`config.mk`:
```
export PLATFORM = sky130hd
export DESIGN_NAME = rf_access_arbiter_flat
export DESIGN_NICKNAME = d
export VERILOG_FILES = /design/src/rtl/rf_access_arbiter_if.sv /design/src/rtl/rf_access_arbiter.sv /design/src/flat_wrapper.sv
export SDC_FILE = /design/constraint.sdc
export NUM_CORES = 1
export LEC_CHECK = 0
export CAP_MARGIN = 20
export CORE_UTILIZATION = 43
export DETAILED_ROUTE_END_ITERATION = 16
export PLACE_DENSITY = 0.87
export SYNTH_ARGS = -nofsm -noshare
export SYNTH_HDL_FRONTEND = slang
export SYNTH_SLANG_ARGS = --single-unit
```
`constraint.sdc`:
```
create_clock -name clk -period 5.1 [get_ports clk]
set_input_delay 0.765 -clock clk [delete_from_list [all_inputs] [get_ports clk]]
set_output_delay 0.765 -clock clk [all_outputs]
set_load 0.005 [all_outputs]
```
`src/rtl/rf_access_arbiter_if.sv`:
```
// Interface bundling the requester-side handshake and the register file ports
// of rf_access_arbiter.
//   slave  : the arbiter (receives requests, drives the register file)
//   master : requesters plus register file (drive requests and rf_r1_dout)
// Signals:
//   req/req_we/req_addr/req_wdata  per-requester request, flattened by index
//   gnt/ack/rdata/busy             arbitration result and completion
//   rf_r1_addr/rf_r1_dout          register file read port 1 (registered in rf)
//   rf_r3_addr/rf_r3_din/rf_r3_wr  register file write port
interface rf_access_arbiter_if #(
  parameter int NUM_REQ = 2,
  parameter int ADDR_W  = 5,
  parameter int DATA_W  = 32
);
  logic [NUM_REQ-1:0]        req;
  logic [NUM_REQ-1:0]        req_we;
  logic [NUM_REQ*ADDR_W-1:0] req_addr;
  logic [NUM_REQ*DATA_W-1:0] req_wdata;
  logic [NUM_REQ-1:0]        gnt;
  logic [NUM_REQ-1:0]        ack;
  logic [DATA_W-1:0]         rdata;
  logic                      busy;
  logic [5:0]                rf_r1_addr;
  logic [5:0]                rf_r3_addr;
  logic [DATA_W-1:0]         rf_r3_din;
  logic                      rf_r3_wr;
  logic [DATA_W-1:0]         rf_r1_dout;

  modport slave (
    input  req, req_we, req_addr, req_wdata, rf_r1_dout,
    output gnt, ack, rdata, busy, rf_r1_addr, rf_r3_addr, rf_r3_din, rf_r3_wr
  );

  modport master (
    output req, req_we, req_addr, req_wdata, rf_r1_dout,
    input  gnt, ack, rdata, busy, rf_r1_addr, rf_r3_addr, rf_r3_din, rf_r3_wr
  );
endinterface

```
`src/rtl/rf_access_arbiter.sv`:
```
// Round-robin arbiter sharing one register file between NUM_REQ requesters.
// Each request is a single read or write; a small FSM sequences the rf write
// port (one-cycle write strobe) and the registered read port 1.
// Ports:
//   clk   system clock, all state on posedge
//   rst   asynchronous active-high reset
//   bus   rf_access_arbiter_if.slave: requests in, gnt/ack/rdata/busy out,
//         register file read-port-1 and write-port signals
//
// state  | meaning
// -------+---------------------------------------------------------------
// IDLE   | no owner; arbitrate and latch the winning request
// WRITE  | rf_r3_wr high for this single cycle with latched addr/data
// READ   | rf_r1_addr presented; rf captures read data on this edge
// RCAP   | rdata captured from rf_r1_dout at the end of this cycle
// RESP   | ack pulse to the owner; gnt/ack clear on the way back to IDLE
module rf_access_arbiter #(
  parameter int NUM_REQ = 2,
  parameter int ADDR_W  = 5,
  parameter int DATA_W  = 32
) (
  input  logic                 clk,
  input  logic                 rst,
  rf_access_arbiter_if.slave   bus
);

  localparam int IDX_W = (NUM_REQ > 1) ? $clog2(NUM_REQ) : 1;

  typedef enum logic [2:0] {
    S_IDLE,
    S_WRITE,
    S_READ,
    S_RCAP,
    S_RESP
  } state_t;

  state_t             state;
  logic [IDX_W-1:0]   rr_ptr;
  logic [IDX_W-1:0]   win_idx;
  logic [IDX_W-1:0]   cand_idx;
  logic               win_found;
  int                 cand;

  logic [NUM_REQ-1:0] gnt_q;
  logic [NUM_REQ-1:0] ack_q;
  logic               busy_q;
  logic [DATA_W-1:0]  rdata_q;
  logic [5:0]         r1_addr_q;
  logic [5:0]         r3_addr_q;
  logic [DATA_W-1:0]  r3_din_q;
  logic               r3_wr_q;

  logic [ADDR_W-1:0]  addr_arr  [NUM_REQ];
  logic [DATA_W-1:0]  wdata_arr [NUM_REQ];

  for (genvar g = 0; g < NUM_REQ; g++) begin : g_unpack
    assign addr_arr[g]  = bus.req_addr[g*ADDR_W +: ADDR_W];
    assign wdata_arr[g] = bus.req_wdata[g*DATA_W +: DATA_W];
  end

  // Search starts one past the last winner so a held requester cannot
  // starve the others.
  always_comb begin
    win_found = 1'b0;
    win_idx   = '0;
    cand      = 0;
    cand_idx  = '0;
    for (int k = 1; k <= NUM_REQ; k++) begin
      cand = int'(rr_ptr) + k;
      if (cand >= NUM_REQ) cand = cand - NUM_REQ;
      cand_idx = IDX_W'(cand);
      if (!win_found && bus.req[cand_idx]) begin
        win_found = 1'b1;
        win_idx   = cand_idx;
      end
    end
  end

  always_ff @(posedge clk or posedge rst) begin
    if (rst) begin
      state     <= S_IDLE;
      rr_ptr    <= IDX_W'(NUM_REQ - 1);
      gnt_q     <= '0;
      ack_q     <= '0;
      busy_q    <= 1'b0;
      rdata_q   <= '0;
      r1_addr_q <= '0;
      r3_addr_q <= '0;
      r3_din_q  <= '0;
      r3_wr_q   <= 1'b0;
    end else begin
      case (state)
        S_IDLE: begin
          if (win_found) begin
            gnt_q  <= NUM_REQ'(1) << win_idx;
            rr_ptr <= win_idx;
            busy_q <= 1'b1;
            // Address/data are captured here, so later changes on the
            // requester side cannot affect the committed transaction.
            if (bus.req_we[win_idx]) begin
              r3_addr_q <= 6'(addr_arr[win_idx]);
              r3_din_q  <= wdata_arr[win_idx];
              r3_wr_q   <= 1'b1;
              state     <= S_WRITE;
            end else begin
              r1_addr_q <= 6'(addr_arr[win_idx]);
              state     <= S_READ;
            end
          end
        end
        S_WRITE: begin
          r3_wr_q <= 1'b0;
          ack_q   <= gnt_q;
          state   <= S_RESP;
        end
        S_READ: begin
          state <= S_RCAP;
        end
        S_RCAP: begin
          rdata_q <= bus.rf_r1_dout;
          ack_q   <= gnt_q;
          state   <= S_RESP;
        end
        S_RESP: begin
          gnt_q  <= '0;
          ack_q  <= '0;
          busy_q <= 1'b0;
          state  <= S_IDLE;
        end
        default: begin
          gnt_q   <= '0;
          ack_q   <= '0;
          busy_q  <= 1'b0;
          r3_wr_q <= 1'b0;
          state   <= S_IDLE;
        end
      endcase
    end
  end

  assign bus.gnt        = gnt_q;
  assign bus.ack        = ack_q;
  assign bus.busy       = busy_q;
  assign bus.rdata      = rdata_q;
  assign bus.rf_r1_addr = r1_addr_q;
  assign bus.rf_r3_addr = r3_addr_q;
  assign bus.rf_r3_din  = r3_din_q;
  assign bus.rf_r3_wr   = r3_wr_q;

endmodule

```
`src/flat_wrapper.sv`:
```
// flat-port wrapper written by rule: the top's interface ports become plain ports
module rf_access_arbiter_flat 
#(
  parameter int NUM_REQ = 2,
  parameter int ADDR_W  = 5,
  parameter int DATA_W  = 32
)
  (clk, rst, bus_req, bus_req_we, bus_req_addr, bus_req_wdata, bus_rf_r1_dout, bus_gnt, bus_ack, bus_rdata, bus_busy, bus_rf_r1_addr, bus_rf_r3_addr, bus_rf_r3_din, bus_rf_r3_wr);
  rf_access_arbiter_if #(.NUM_REQ(NUM_REQ), .ADDR_W(ADDR_W), .DATA_W(DATA_W)) bus_i ();
  input  logic clk;
  input  logic rst;
  input wire logic [$bits(bus_i.req)-1:0] bus_req;
  input wire logic [$bits(bus_i.req_we)-1:0] bus_req_we;
  input wire logic [$bits(bus_i.req_addr)-1:0] bus_req_addr;
  input wire logic [$bits(bus_i.req_wdata)-1:0] bus_req_wdata;
  input wire logic [$bits(bus_i.rf_r1_dout)-1:0] bus_rf_r1_dout;
  output wire logic [$bits(bus_i.gnt)-1:0] bus_gnt;
  output wire logic [$bits(bus_i.ack)-1:0] bus_ack;
  output wire logic [$bits(bus_i.rdata)-1:0] bus_rdata;
  output wire logic [$bits(bus_i.busy)-1:0] bus_busy;
  output wire logic [$bits(bus_i.rf_r1_addr)-1:0] bus_rf_r1_addr;
  output wire logic [$bits(bus_i.rf_r3_addr)-1:0] bus_rf_r3_addr;
  output wire logic [$bits(bus_i.rf_r3_din)-1:0] bus_rf_r3_din;
  output wire logic [$bits(bus_i.rf_r3_wr)-1:0] bus_rf_r3_wr;
  assign bus_i.req = bus_req;
  assign bus_i.req_we = bus_req_we;
  assign bus_i.req_addr = bus_req_addr;
  assign bus_i.req_wdata = bus_req_wdata;
  assign bus_i.rf_r1_dout = bus_rf_r1_dout;
  assign bus_gnt = bus_i.gnt;
  assign bus_ack = bus_i.ack;
  assign bus_rdata = bus_i.rdata;
  assign bus_busy = bus_i.busy;
  assign bus_rf_r1_addr = bus_i.rf_r1_addr;
  assign bus_rf_r3_addr = bus_i.rf_r3_addr;
  assign bus_rf_r3_din = bus_i.rf_r3_din;
  assign bus_rf_r3_wr = bus_i.rf_r3_wr;
  rf_access_arbiter #(.NUM_REQ(NUM_REQ), .ADDR_W(ADDR_W), .DATA_W(DATA_W)) u_core (.clk(clk), .rst(rst), .bus(bus_i));
endmodule
```
======== Word-level counts from Yosys, hierarchy flattened ========
Cells that the tools add are included.
operators by class
  add/subtract/negate cells ............... 4
  equality and inequality tests ........... 6
  bitwise operators ....................... 4
  shifts and indexed selects .............. 1
  reduce and logical (&&, ||, !) cells .... 12
  mux-type cells .......................... 29
  order comparisons ....................... 6
operators with widths
  operator             number
  $mux 32              3
  $mux 1               15
  $mux 5               3
  $pmux 3 s3           1
  $reduce_and 3->1     3
  $pmux 2 s2           2
  $eq 3x2->1 const B   2
  $lt 1x2->1 const B   3
  $reduce_or 3->1      2
  $ge 2x2->1 const B   2
  $mux 2               2
  $ne 2x1->1 const B   2
  $pmux 1 s2           2
  $reduce_and 2->1     2
  $reduce_or 2->1      2
  $add 1x2->3 const B  1
  $eq 3x1->1 const B   1
  $eq 3x3->1 const B   1
  $ge 3x2->1 const B   1
  $logic_not 3->1      1
  $mux 3               1
  $not 1->1            3
  $add 1x1->2 const B  1
  $not 1->2            1
  4 further kinds      5
storage, ports and cells
  word-level logic and storage cells ...... 72
  output and inout port bits .............. 82
  register bits ........................... 84

======== Depth between registers and ports, before layout ========
  depth after elaboration ................. 14
  depth in mapped cells ................... 7
  mapped depth without buffers ............ 4

======== Worst setup path after synthesis ========
Ideal clock, no wire load.
  kind .................................... input port to flip-flop
  start point ............................. in bus_req[1]
  end point ............................... reg u_core.r3_din_q[0], in the netlist u_core.bus.rf_r3_din[0]
  data arrival time ....................... 2051 ps
  buffers on the path ..................... 2
  stages on the path ...................... 5
  slack ................................... 2922 ps
  path through ............................ a21boi_2 -> buf_2 -> buf_2 -> mux2_2 -> mux2_1
between the ends
  cells in the longest elaborated chain, start to end .. 10
  elaborated cells between the ends (all ways) .. 17
  those cells by class .................... mux (13); bitwise (1); reduce/logical (3)
ends and longest elaborated chain
  what                                        RTL line                  text
  start, declared                             flat_wrapper.sv:12        input wire logic [$bits(bus_i.req)-1:0] bus_req;
  $mux 1 (implied by the code) (2 in a row)   rf_access_arbiter.sv:72   if (!win_found && bus.req[cand_idx]) begin
  $mux 1                                      rf_access_arbiter.sv:72
  $logic_not 1->1                             rf_access_arbiter.sv:72
  $logic_and 1x1->1                           rf_access_arbiter.sv:72
  $mux 1                                      rf_access_arbiter.sv:72
  $not 1->2 (implied by the code)             rf_access_arbiter.sv:102  r3_din_q <= wdata_arr[win_idx];
  $mux 32 (implied by the code) (3 in a row)  rf_access_arbiter.sv:102
  end signal, assigned                        rf_access_arbiter.sv:102
  end, declared                               rf_access_arbiter.sv:50   logic [DATA_W-1:0] r3_din_q;
Several ways; a longest one is shown, not always the timed one. The select of a mux whose other input is x is not followed.
A chain may end at the register's enable or synchronous reset.

======== Worst setup path in the final report ========
  start point ............................. in bus_req[1]
  end point ............................... reg u_core.r3_addr_q[2], in the netlist u_core.bus.rf_r3_addr[2]
between the ends
  cells in the longest elaborated chain, start to end .. 10
  elaborated cells between the ends (all ways) .. 17
  those cells by class .................... mux (13); bitwise (1); reduce/logical (3)
ends and longest elaborated chain
  what                                       RTL line                  text
  $mux 1 (implied by the code) (2 in a row)  rf_access_arbiter.sv:72
  $mux 1                                     rf_access_arbiter.sv:72
  $logic_not 1->1                            rf_access_arbiter.sv:72
  $logic_and 1x1->1                          rf_access_arbiter.sv:72
  $mux 1                                     rf_access_arbiter.sv:72
  $not 1->2 (implied by the code)            rf_access_arbiter.sv:101  r3_addr_q <= 6'(addr_arr[win_idx]);
  $mux 5 (implied by the code) (3 in a row)  rf_access_arbiter.sv:101
  end signal, assigned                       rf_access_arbiter.sv:101
  end, declared                              rf_access_arbiter.sv:49   logic [5:0] r3_addr_q;
Several ways; a longest one is shown, not always the timed one. The select of a mux whose other input is x is not followed.

==> impl_metrics.csv <==
group,metric,value,unit
outcome,status,"completed",
clock_tree,htreeDepth,3,
final_layout,final_common_cell,"clkdlybuf4s50_1",
power_and_ir_drop,ir_drop,0.000312,V
logic_synthesis,ys_types,28,
clock_tree,hold_buffers,0,
routing,wire_per_inst,16.5,um
logic_synthesis,synth.cell_area,3670,um2
timing,final-setup-viol-count,0,
worst_setup_path,crit_type,"in2reg",
routing,wl_met1,3340,um
place,io_buffers,191,
worst_hold_path,min_path_type,"reg2reg",
floorplan,coreArea,8260,um2
logic_synthesis,synth_warnings,0,
grt,grt_max_degree,52,
worst_setup_path,arrival,2.68,ns
worst_setup_path,crit_slowest_cell,"clkdlybuf4s50_1",
final_layout,final_cell_mix,"clkdlybuf4s50_1 (191), mux2_2 (92), dfrtp_1 (83)",
final_layout,finalNetCount,546,
clock_tree,post_cts_resized,0,
grt,first_global_vias,2908,
floorplan,initial_core_util,44.5,%
logic_synthesis,synth_edf_count,0,
timing,fin_crit_sh,48.4,%
timing,skew,0.00912,ns
place,place_hpwl,6690,um
place,dp.cells,527,
final_layout,fin_cells,544,
timing,fin_setup_tns,0,ns
timing,finalHoldViolations,0,
floorplan,die-area,8920,um2
timing,fin_crit,2.47,ns
timing,slew_headroom,42.2,%
routing,drt.antenna.violating_nets,0,
routing,wl_met3,818,um
routing,top_layer,"met4",
routing,initialDrtViolationCount,34,
worst_setup_path,worstPathMaxFanout,39,
clock_tree,clock-sinks,84,
floorplan,die_w,94.4,um
timing,rsz0062_at_grt,"no",
logic_synthesis,async_flop_share,100,%
worst_setup_path,cp_slowest_stage_delay,0.52,ns
routing,dr.pass1.iters,4,
grt,grt_antenna_before_repair,0,
final_layout,area_growth,60.5,%
worst_setup_path,crit_chain,"clkdlybuf4s50_1 -> a21boi_4 -> buf_4 -> mux2_2 -> mux2_1",
routing,vias,2674,
logic_synthesis,seq_area_frac_synth,57.3,%
timing,max_slew.worst_pin.slew,0.866,ns
routing,vias_per_cell,4.92,
clock_tree,cts_setup_buffers,0,
final_layout,fillCellCount,596,
floorplan,die_y,94.4,um
clock_tree,clockRootBuffer,"clkbuf_8",
flow_run,cap_violations,0,
logic_synthesis,syn_avg_cell_area,15.2,um2
routing,routed_wl,8950,um
worst_setup_path,critPathRequiredTime,5.32,ns
logic_synthesis,synthCells,242,
clock_tree,cts_buffers,9,
floorplan,num_rows,33,
routing,wl_met2,4670,um
power_and_ir_drop,power_per_cell_area,536,nW/um2
worst_setup_path,cp-end-kind,"flip-flop",
clock_tree,cts_tree,"built",
routing,drc,0,
final_layout,antenna_cells,0,
place,place_congestion,0.699,
power_and_ir_drop,p_leak,2.41,nW
clock_tree,clock_path_buffers,2,
power_and_ir_drop,power.total,0.00316,W
final_layout,drive_gt1_share,27.6,%
grt,grt_pass1_wl,14100,um
grt,gr-total-overflow,0,
clock_tree,clk_pin_slew,0.08,ns
worst_setup_path,cp-start-kind,"input port",
grt,grt_util_all_layers,21.0,%
timing,max_freq,405,MHz
floorplan,pin_count,194,
logic_synthesis,ys_ff_latch,84,
timing,drv_slew,0,
logic_synthesis,ys.flop_type,"dfrtp_1",
clock_tree,clk_latency,0.34,ns
## layout make-up
class                      instances  area (um2)  share of cell area [%]
sequential                        84        2100                    35.7
multi-input combinational        143        1470                    24.9
clock inverter                     5        83.8                    1.42
tap                              105         131                    2.23
timing repair buffer             195        1950                    33.2
clock buffer                      11         151                    2.57
inverter                           1        5.00                  0.0849
## path summary, 6_finish.rpt
| check | startpoint | end | slack (ns) | cells after the start |
|---|---|---|---|---|
| max in group asynchronous | rst | u_core.bus.rf_r3_din[29] | 3.24 | 3 |
| setup / recovery | bus_req[1] | u_core.bus.rf_r3_addr[2] | 2.63 | 5 |
| min in group asynchronous | rst | u_core.bus.rdata[4] | 0.90 | 2 |
| hold / removal | u_core.bus.rf_r3_din[10] | u_core.bus.rf_r3_din[10] | 0.49 | 1 |
| hold reg to reg | u_core.bus.rf_r3_din[10] | u_core.bus.rf_r3_din[10] | 0.49 | 1 |
| setup reg to reg | u_core.state[2] | u_core.bus.rf_r3_din[22] | 3.00 | 5 |
## registers in the layout, summed over array words and instances (netlist names)
signal,cells
u_core.bus.ack,2
u_core.bus.busy,1
u_core.bus.gnt,2
u_core.bus.rdata,32
u_core.bus.rf_r1_addr,5
u_core.bus.rf_r3_addr,5
u_core.bus.rf_r3_din,32
u_core.bus.rf_r3_wr,1
u_core.rr_ptr,1
u_core.state,3
## report_power, final
part | switching [W] | internal [W] | leakage, nW
registers | 0.000192 | 0.00101 | 0.993
clock network | 0.000230 | 0.000303 | 0.112
logic | 0.000440 | 0.000986 | 1.31
total | 0.000862 | 0.00230 | 2.41
## cell families (layout without fill, tap and decap cells)
kind of cell / after synthesis / after routing / share of synthesized area [%]
and+or+nand+nor: 18 / 18 / 2.18
muxes: 116 / 116 / 35.8
AOI/OAI and AO/OA: 7 / 7 / 1.36
buffers and inverters: 16 / 212 / 3.30
DFF: 84 / 84 / 57.3
other: 1 / 2 / 0.102
## critical path: cells and delay by family
| kind | cells | cell delay, ns |
|---|---|---|
| multiplexers | 2 | 0.70 |
| AO/OA/AOI/OAI | 1 | 0.23 |
| buffers and inverters | 2 | 0.98 |
## cells in the mapped netlist, types with 2 or more instances
cell | n | area (um2)
mux2_1 | 16 | 180
nor2_1 | 9 | 33.8
buf_2 | 6 | 30.0
mux2_2 | 92 | 1040
buf_6 | 2 | 22.5
buf_1 | 2 | 7.51
mux2i_1 | 4 | 40.0
buf_4 | 3 | 22.5
a21oi_1 | 2 | 10.0
nand2_1 | 2 | 7.51
nor3_1 | 3 | 15.0
dfrtp_1 | 83 | 2080
mux2_4 | 3 | 45.0
## routing by layer
metal,vias to the layer above,global-route usage (%)
li1,1236,-
met5,-,0
met4,0,7.18
met1,1306,23.2
met2,120,38.0
met3,12,6.36
## through the flow
step                util, %  cell area, um2  hold WS, ns  worst slack (ns)
finish                 71.4            5890        0.487              2.63
global route           71.4            5890        0.511              2.55
CTS                    71.1            5870        0.494              2.32
detailed placement     68.3            5640        0.469              1.95
global placement       68.3            5640        0.464              2.06
floorplan                 -            3680        0.473              2.17
Note: power is estimated with default switching activity, not from simulation.
